<file path="src/rtl/axi_lite_test_master_if.sv">
// AXI4-Lite bus bundle between the test master and its point-to-point slave.
interface axi_lite_test_master_if #(
  parameter int unsigned AddrWidth = 4,
  parameter int unsigned DataWidth = 32
) ();

  logic [AddrWidth-1:0]   aw_addr;
  logic [2:0]             aw_prot;
  logic                   aw_valid;
  logic                   aw_ready;
  logic [DataWidth-1:0]   w_data;
  logic [DataWidth/8-1:0] w_strb;
  logic                   w_valid;
  logic                   w_ready;
  logic [1:0]             b_resp;
  logic                   b_valid;
  logic                   b_ready;
  logic [AddrWidth-1:0]   ar_addr;
  logic [2:0]             ar_prot;
  logic                   ar_valid;
  logic                   ar_ready;
  logic [DataWidth-1:0]   r_data;
  logic [1:0]             r_resp;
  logic                   r_valid;
  logic                   r_ready;

  modport master (
    output aw_addr, aw_prot, aw_valid, w_data, w_strb, w_valid, b_ready,
    output ar_addr, ar_prot, ar_valid, r_ready,
    input  aw_ready, w_ready, b_resp, b_valid, ar_ready, r_data, r_resp, r_valid
  );

  modport slave (
    input  aw_addr, aw_prot, aw_valid, w_data, w_strb, w_valid, b_ready,
    input  ar_addr, ar_prot, ar_valid, r_ready,
    output aw_ready, w_ready, b_resp, b_valid, ar_ready, r_data, r_resp, r_valid
  );

endinterface

</file>
<file path="src/rtl/axi_lite_test_master.sv">
// AXI4-Lite self-test master: writes a seeded pattern to each slave register, reads it
// back, and counts mismatches and non-OKAY responses.
module axi_lite_test_master #(
  parameter int unsigned C_M_AXI_DATA_WIDTH = 32,
  parameter int unsigned C_M_AXI_ADDR_WIDTH = 4,
  parameter int unsigned C_NUM_REGS         = 4,
  parameter logic [31:0] C_DATA_SEED        = 32'hA5A5_0000
) (
  input  logic                   M_AXI_ACLK,
  input  logic                   M_AXI_ARESET,
  input  logic                   start,
  output logic                   busy,
  output logic                   done,
  output logic                   error,
  output logic [7:0]             err_cnt,
  axi_lite_test_master_if.master m_axi
);

  localparam int unsigned AddrLsb = (C_M_AXI_DATA_WIDTH == 64) ? 3 : 2;
  localparam int unsigned IdxW    = $clog2(C_NUM_REGS + 1);
  localparam logic [IdxW-1:0] LastIdx = IdxW'(C_NUM_REGS - 1);

  typedef enum logic [2:0] {StIdle, StWr, StWrResp, StRd, StRdData, StDone} state_e;

  function automatic logic [C_M_AXI_ADDR_WIDTH-1:0] addr_of(input logic [IdxW-1:0] i);
    return C_M_AXI_ADDR_WIDTH'(i) << AddrLsb;
  endfunction

  // Sum is formed at 32 bits, then zero-extended to the bus width.
  function automatic logic [C_M_AXI_DATA_WIDTH-1:0] pattern_of(input logic [IdxW-1:0] i);
    logic [31:0] sum;
    sum = C_DATA_SEED + 32'(i);
    return C_M_AXI_DATA_WIDTH'(sum);
  endfunction

  state_e state_q, state_d;
  logic [IdxW-1:0] idx_q, idx_d, idx_nxt;
  logic aw_valid_q, aw_valid_d, w_valid_q, w_valid_d;
  logic aw_done_q, aw_done_d, w_done_q, w_done_d;
  logic b_ready_q, b_ready_d, ar_valid_q, ar_valid_d, r_ready_q, r_ready_d;
  logic [C_M_AXI_ADDR_WIDTH-1:0] aw_addr_q, aw_addr_d, ar_addr_q, ar_addr_d;
  logic [C_M_AXI_DATA_WIDTH-1:0] w_data_q, w_data_d;
  logic busy_q, busy_d, done_q, done_d, error_q, error_d;
  logic [7:0] err_cnt_q, err_cnt_d;
  logic aw_hs, w_hs, err_inc;

  assign idx_nxt = idx_q + IdxW'(1);
  assign aw_hs   = aw_valid_q && m_axi.aw_ready;
  assign w_hs    = w_valid_q && m_axi.w_ready;

  always_comb begin
    state_d    = state_q;
    idx_d      = idx_q;
    aw_valid_d = aw_valid_q;
    w_valid_d  = w_valid_q;
    aw_done_d  = aw_done_q;
    w_done_d   = w_done_q;
    b_ready_d  = b_ready_q;
    ar_valid_d = ar_valid_q;
    r_ready_d  = r_ready_q;
    aw_addr_d  = aw_addr_q;
    ar_addr_d  = ar_addr_q;
    w_data_d   = w_data_q;
    busy_d     = busy_q;
    done_d     = done_q;
    error_d    = error_q;
    err_cnt_d  = err_cnt_q;
    err_inc    = 1'b0;

    unique case (state_q)
      StIdle, StDone: begin
        if (start) begin
          state_d    = StWr;
          busy_d     = 1'b1;
          done_d     = 1'b0;
          error_d    = 1'b0;
          err_cnt_d  = '0;
          idx_d      = '0;
          aw_valid_d = 1'b1;
          w_valid_d  = 1'b1;
          aw_done_d  = 1'b0;
          w_done_d   = 1'b0;
          aw_addr_d  = addr_of('0);
          w_data_d   = pattern_of('0);
        end
      end
      StWr: begin
        if (aw_hs) begin
          aw_valid_d = 1'b0;
          aw_done_d  = 1'b1;
        end
        if (w_hs) begin
          w_valid_d = 1'b0;
          w_done_d  = 1'b1;
        end
        if ((aw_done_q || aw_hs) && (w_done_q || w_hs)) begin
          state_d   = StWrResp;
          b_ready_d = 1'b1;
        end
      end
      StWrResp: begin
        if (m_axi.b_valid && b_ready_q) begin
          b_ready_d = 1'b0;
          err_inc   = (m_axi.b_resp != 2'b00);
          if (idx_q == LastIdx) begin
            idx_d      = '0;
            state_d    = StRd;
            ar_valid_d = 1'b1;
            ar_addr_d  = addr_of('0);
          end else begin
            idx_d      = idx_nxt;
            state_d    = StWr;
            aw_valid_d = 1'b1;
            w_valid_d  = 1'b1;
            aw_done_d  = 1'b0;
            w_done_d   = 1'b0;
            aw_addr_d  = addr_of(idx_nxt);
            w_data_d   = pattern_of(idx_nxt);
          end
        end
      end
      StRd: begin
        if (ar_valid_q && m_axi.ar_ready) begin
          ar_valid_d = 1'b0;
          r_ready_d  = 1'b1;
          state_d    = StRdData;
        end
      end
      StRdData: begin
        if (m_axi.r_valid && r_ready_q) begin
          r_ready_d = 1'b0;
          err_inc   = (m_axi.r_resp != 2'b00) || (m_axi.r_data != pattern_of(idx_q));
          if (idx_q == LastIdx) begin
            state_d = StDone;
            busy_d  = 1'b0;
            done_d  = 1'b1;
          end else begin
            idx_d      = idx_nxt;
            state_d    = StRd;
            ar_valid_d = 1'b1;
            ar_addr_d  = addr_of(idx_nxt);
          end
        end
      end
      default: state_d = StIdle;
    endcase

    // Error flag is sticky for the pass; the counter saturates.
    if (err_inc) begin
      error_d = 1'b1;
      if (err_cnt_q != 8'hFF) err_cnt_d = err_cnt_q + 8'd1;
    end
  end

  always_ff @(posedge M_AXI_ACLK or posedge M_AXI_ARESET) begin
    if (M_AXI_ARESET) begin
      state_q    <= StIdle;
      idx_q      <= '0;
      aw_valid_q <= 1'b0;
      w_valid_q  <= 1'b0;
      aw_done_q  <= 1'b0;
      w_done_q   <= 1'b0;
      b_ready_q  <= 1'b0;
      ar_valid_q <= 1'b0;
      r_ready_q  <= 1'b0;
      aw_addr_q  <= '0;
      ar_addr_q  <= '0;
      w_data_q   <= '0;
      busy_q     <= 1'b0;
      done_q     <= 1'b0;
      error_q    <= 1'b0;
      err_cnt_q  <= '0;
    end else begin
      state_q    <= state_d;
      idx_q      <= idx_d;
      aw_valid_q <= aw_valid_d;
      w_valid_q  <= w_valid_d;
      aw_done_q  <= aw_done_d;
      w_done_q   <= w_done_d;
      b_ready_q  <= b_ready_d;
      ar_valid_q <= ar_valid_d;
      r_ready_q  <= r_ready_d;
      aw_addr_q  <= aw_addr_d;
      ar_addr_q  <= ar_addr_d;
      w_data_q   <= w_data_d;
      busy_q     <= busy_d;
      done_q     <= done_d;
      error_q    <= error_d;
      err_cnt_q  <= err_cnt_d;
    end
  end

  assign m_axi.aw_addr  = aw_addr_q;
  assign m_axi.aw_prot  = 3'b000;
  assign m_axi.aw_valid = aw_valid_q;
  assign m_axi.w_data   = w_data_q;
  assign m_axi.w_strb   = '1;
  assign m_axi.w_valid  = w_valid_q;
  assign m_axi.b_ready  = b_ready_q;
  assign m_axi.ar_addr  = ar_addr_q;
  assign m_axi.ar_prot  = 3'b000;
  assign m_axi.ar_valid = ar_valid_q;
  assign m_axi.r_ready  = r_ready_q;

  assign busy    = busy_q;
  assign done    = done_q;
  assign error   = error_q;
  assign err_cnt = err_cnt_q;

endmodule

</file>
<file path="src/flat_wrapper.sv">
// flat-port wrapper written by rule: the top's interface ports become plain ports
module axi_lite_test_master_flat 
#(
  parameter int unsigned C_M_AXI_DATA_WIDTH = 32,
  parameter int unsigned C_M_AXI_ADDR_WIDTH = 4,
  parameter int unsigned C_NUM_REGS         = 4,
  parameter logic [31:0] C_DATA_SEED        = 32'hA5A5_0000
)
  (M_AXI_ACLK, M_AXI_ARESET, start, busy, done, error, err_cnt, m_axi_aw_addr, m_axi_aw_prot, m_axi_aw_valid, m_axi_w_data, m_axi_w_strb, m_axi_w_valid, m_axi_b_ready, m_axi_ar_addr, m_axi_ar_prot, m_axi_ar_valid, m_axi_r_ready, m_axi_aw_ready, m_axi_w_ready, m_axi_b_resp, m_axi_b_valid, m_axi_ar_ready, m_axi_r_data, m_axi_r_resp, m_axi_r_valid);
  axi_lite_test_master_if #(.AddrWidth(4), .DataWidth(32)) m_axi_i ();
  input  logic M_AXI_ACLK;
  input  logic M_AXI_ARESET;
  input  logic start;
  output logic busy;
  output logic done;
  output logic error;
  output logic [7:0] err_cnt;
  output wire logic [$bits(m_axi_i.aw_addr)-1:0] m_axi_aw_addr;
  output wire logic [$bits(m_axi_i.aw_prot)-1:0] m_axi_aw_prot;
  output wire logic [$bits(m_axi_i.aw_valid)-1:0] m_axi_aw_valid;
  output wire logic [$bits(m_axi_i.w_data)-1:0] m_axi_w_data;
  output wire logic [$bits(m_axi_i.w_strb)-1:0] m_axi_w_strb;
  output wire logic [$bits(m_axi_i.w_valid)-1:0] m_axi_w_valid;
  output wire logic [$bits(m_axi_i.b_ready)-1:0] m_axi_b_ready;
  output wire logic [$bits(m_axi_i.ar_addr)-1:0] m_axi_ar_addr;
  output wire logic [$bits(m_axi_i.ar_prot)-1:0] m_axi_ar_prot;
  output wire logic [$bits(m_axi_i.ar_valid)-1:0] m_axi_ar_valid;
  output wire logic [$bits(m_axi_i.r_ready)-1:0] m_axi_r_ready;
  input wire logic [$bits(m_axi_i.aw_ready)-1:0] m_axi_aw_ready;
  input wire logic [$bits(m_axi_i.w_ready)-1:0] m_axi_w_ready;
  input wire logic [$bits(m_axi_i.b_resp)-1:0] m_axi_b_resp;
  input wire logic [$bits(m_axi_i.b_valid)-1:0] m_axi_b_valid;
  input wire logic [$bits(m_axi_i.ar_ready)-1:0] m_axi_ar_ready;
  input wire logic [$bits(m_axi_i.r_data)-1:0] m_axi_r_data;
  input wire logic [$bits(m_axi_i.r_resp)-1:0] m_axi_r_resp;
  input wire logic [$bits(m_axi_i.r_valid)-1:0] m_axi_r_valid;
  assign m_axi_aw_addr = m_axi_i.aw_addr;
  assign m_axi_aw_prot = m_axi_i.aw_prot;
  assign m_axi_aw_valid = m_axi_i.aw_valid;
  assign m_axi_w_data = m_axi_i.w_data;
  assign m_axi_w_strb = m_axi_i.w_strb;
  assign m_axi_w_valid = m_axi_i.w_valid;
  assign m_axi_b_ready = m_axi_i.b_ready;
  assign m_axi_ar_addr = m_axi_i.ar_addr;
  assign m_axi_ar_prot = m_axi_i.ar_prot;
  assign m_axi_ar_valid = m_axi_i.ar_valid;
  assign m_axi_r_ready = m_axi_i.r_ready;
  assign m_axi_i.aw_ready = m_axi_aw_ready;
  assign m_axi_i.w_ready = m_axi_w_ready;
  assign m_axi_i.b_resp = m_axi_b_resp;
  assign m_axi_i.b_valid = m_axi_b_valid;
  assign m_axi_i.ar_ready = m_axi_ar_ready;
  assign m_axi_i.r_data = m_axi_r_data;
  assign m_axi_i.r_resp = m_axi_r_resp;
  assign m_axi_i.r_valid = m_axi_r_valid;
  axi_lite_test_master #(.C_M_AXI_DATA_WIDTH(C_M_AXI_DATA_WIDTH), .C_M_AXI_ADDR_WIDTH(C_M_AXI_ADDR_WIDTH), .C_NUM_REGS(C_NUM_REGS), .C_DATA_SEED(C_DATA_SEED)) u_core (.M_AXI_ACLK(M_AXI_ACLK), .M_AXI_ARESET(M_AXI_ARESET), .start(start), .busy(busy), .done(done), .error(error), .err_cnt(err_cnt), .m_axi(m_axi_i));
endmodule
</file>
<file path="config.mk">
export PLATFORM = sky130hd
export DESIGN_NAME = axi_lite_test_master_flat
export DESIGN_NICKNAME = d
export VERILOG_FILES = /design/src/rtl/axi_lite_test_master_if.sv /design/src/rtl/axi_lite_test_master.sv /design/src/flat_wrapper.sv
export SDC_FILE = /design/constraint.sdc
export NUM_CORES = 1
export LEC_CHECK = 0
export ABC_CLOCK_PERIOD_IN_PS = 1850
export BUFFER_PORTS_ARGS = -buffer_cell sky130_fd_sc_hd__buf_2
export CAP_MARGIN = 5
export CORE_MARGIN = 8
export CORE_UTILIZATION = 41
export CTS_CLUSTER_SIZE = 12
export DETAILED_ROUTE_END_ITERATION = 16
export MAX_ROUTING_LAYER = met4
export PLACE_DENSITY = 0.77
export SETUP_SLACK_MARGIN = 0.15
export SLEW_MARGIN = 20
export SYNTH_ARGS = -nofsm -noshare
export SYNTH_HDL_FRONTEND = slang
export SYNTH_SLANG_ARGS = --single-unit
</file>
<file path="constraint.sdc">
create_clock -name M_AXI_ACLK -period 1.85 [get_ports M_AXI_ACLK]
set_input_delay 0.2775 -clock M_AXI_ACLK [delete_from_list [all_inputs] [get_ports M_AXI_ACLK]]
set_output_delay 0.2775 -clock M_AXI_ACLK [all_outputs]
set_load 0.005 [all_outputs]
</file>
==> summary.md <==
| Metric | Value |
|---|---|
| Avg WL per Cell | about 14 µm |
| Nets | approximately 370 |
| Min Tclk post-route | 1.76 ns |
| Fin crit share | 0.950 |
| Vias | 1,893 |
| RSZ-0062 raised after global routing | true |
| Setup Crit Path Kind | reg -> reg |
| Number of iterations in the first detailed-routing pass | 4 |
| # rows | 26 |
| DRC | 0 |
| Ys flop type | dfrtp_1 |
| #FFs+latches synth | 30 |
| Synth Warn # | 0 |
| P&R area growth vs syn | 29.9% |
| Root buf cell | clkbuf_8 |
| R2r setup slk | 0.09 ns |
| Setup violators final | 0 |
| Worst skew pair latency | 0.29 ns |
| Die height | 87 µm |
| Synth Instances | 236 |
| Share of cells above drive strength 1 | 0.398 |
| Initial antenna violation count | 1 |
| DIE WIDTH | roughly 87 µm |
| Max-slew violation count | 0 |
| Post-synth top area share | 0.363 |
| Top cells by area, synth | dfrtp_1 36%, buf_4 16%, nand2_1 5.4% |
| Worst slew pin tran | 0.572 ns |
| Final core occ | 0.539 |
| Critical Path AT | around 2 ns |
| PortBufs | between 70 and 80 |
| CTS Buf Count | 5 |
| Global placer's final weighted congestion | approximately 0.85 |
| Starting density of the core | 0.415 |
| Die area | 7570 µm² |
| Crit path launch type | register |
| Commonest non-fill, non-tap cell in the layout | buf_2 |
| Dominant cell type by area after synthesis | dfrtp_1 |
| Max-cap violations | 0 |
| Power Dens Cells | 959 nW/µm² |
| Max-slew headroom | 0.615 |
| CTS H-tree lvls | 2 |
| CTS clk-pin slew, worst paths | 0.07 ns |
| Commonest non-fill, non-tap cells in the layout | 74 x buf_2, 35 x conb_1, 30 x nand2_1 |
| Final ANT Viol Nets | 0 |
| Worst reg2reg path startpoint | u_core.state_q[0] |
| Max clock buf depth | 2 |
| Io pins | 110 |
| HP Class | in -> async |
| Final WL | 5530 µm |
| # hold bufs at CTS | 0 |
| Post-synth cell types | 48 |
| Vias in the first global route | 1,987 |
| Async SR Flop Fraction | 1.00 |
| Global-route wire length before repair | ~9100 µm |
| Number of flops mapped to enable cells by yosys | 0 |
| TritonCTS clock tree | built |
| Status | finished, final reports clean |
| Leakage | 1.32 nW |
| Skew final | 0.00382 ns |
| Post-synthesis cell area | around 2100 µm² |
| Req. time, crit path | roughly 2.1 ns |
| Grt ovf | 0 |
| # clock sinks | 30 |
| Critical path capture point type | register |
| Largest net degree at the start of global routing | 31 |
| Final Hold Vio Count | 0 |
| Global Route Usage Sum | 0.152 |
| Register area share after synthesis | 0.363 |
| Critical path peak fanout | 5 |
| HPWL Detailed | roughly 4300 µm |
| Hold Slack | slightly above 0.06 ns |
| Initial DRC count | 72 |
| Core area | approximately 5000 µm² |
| Synthesized area per cell | 8.76 µm² |
| Fmax achieved | between 500 and 600 MHz |
| Routed vias/inst | 4.79 |
| Worst Setup SP | u_core.state_q[0] |
| VDD IR-drop max | 405 µV |
[worst max-delay path: stages (launching register included)]
cell and delay (ns):
dfrtp_2 0.41, or3b_4 0.41, nor2_8 0.15, nor4_4 0.06, buf_4 0.15, or4_4 0.42
o221ai_2 0.07
[worst paths after layout]
path / cells past startpoint / to
setup / recovery: 6 / u_core.err_cnt[5]
hold / removal: 3 / u_core.aw_done_q
setup reg to reg: 6 / u_core.err_cnt[5]
hold reg to reg: 2 / u_core.error
max in group asynchronous: 3 / u_core.idx_q[0]
min in group M_AXI_ACLK: 2 / u_core.m_axi.ar_valid
[kinds of logic (layout without fill, tap and decap cells)]
kind of cell / Yosys count / count (layout) / synth area share
AND/OR/NAND/NOR: 89 / 89 / 0.246
buffers and inverters: 58 / 113 / 0.185
flip-flops: 30 / 30 / 0.363
other: 2 / 36 / 0.00363
XOR/XNOR: 4 / 4 / 0.0169
adder cells (fa/ha/maj): 4 / 4 / 0.0242
AO/OA/AOI/OAI: 48 / 48 / 0.156
multiplexers: 1 / 1 / 0.00484
[through the flow]
stage,setup TNS [ns],instances,setup WS (ns),power [mW],instance area (µm²)
6_report,0,395,0.0923,2.57,2690
5_1_grt,0,395,0.0457,2.78,2690
4_1_cts,0,391,0.0439,2.54,2590
3_5_place_dp,-0.155,380,-0.0715,1.95,2460
3_3_place_gp,0,380,0.00585,1.91,2460
2_1_floorplan,0,269,0.129,1.60,2230
[per-layer routing]
layer | global-route usage | up-vias | wire [µm]
met5 | - | - | 0
met4 | 0.0595 | 0 | 123
met3 | 0.0406 | 9 | 322
met2 | 0.246 | 69 | 2700
met1 | 0.174 | 885 | 2380
li1 | - | 930 | -
[cells in the mapped netlist, types with 2 or more instances]
| cell | number |
|---|---|
| a211oi_1 | 5 |
| a21o_1 | 4 |
| a21oi_1 | 11 |
| a22o_1 | 2 |
| and3_1 | 3 |
| buf_4 | 44 |
| clkbuf_1 | 4 |
| conb_1 | 2 |
| dfrtp_1 | 30 |
| ha_1 | 4 |
| inv_1 | 10 |
| nand2_1 | 30 |
| nand2b_1 | 9 |
| nand3_1 | 5 |
| nand4_1 | 4 |
| nor2_1 | 9 |
| nor2b_1 | 4 |
| nor3_1 | 2 |
| nor3b_1 | 2 |
| nor4_1 | 5 |
| nor4bb_1 | 3 |
| o211ai_1 | 4 |
| o21ai_0 | 5 |
| o21ai_1 | 3 |
| o221ai_1 | 2 |
| o31ai_1 | 3 |
| or2_2 | 3 |
| xnor2_1 | 4 |
[layout make-up]
class	count	area, µm²
repair buffers	95	528
well taps	70	87.6
diodes	1	2.50
multi-input cells	181	1180
clock buffers	7	86.3
fillers	455	2290
flip-flops and latches	30	754
clock inverters	1	5.00
inverters	10	37.5
[power breakdown]
part	leakage (nW)	switching [mW]	internal, mW
clock	0.0482	0.255	0.300
sequential	0.387	0.113	0.810
combinational	0.890	0.607	0.490
[sequential cells by signal (all words and copies together), names as in the netlist, 2 cells and up]
register              flops
u_core.idx_q              3
u_core.m_axi.w_data       4
u_core.err_cnt            8
u_core.state_q            3
u_core.m_axi.ar_addr      2
[what timing repair did]
item,4_1_cts,5_1_grt
buffers inserted,3,3
pin swaps,4,9
gates resized for setup,4,15
setup endpoints to repair,10,18
No activity file was read; power rests on OpenSTA's default activity.
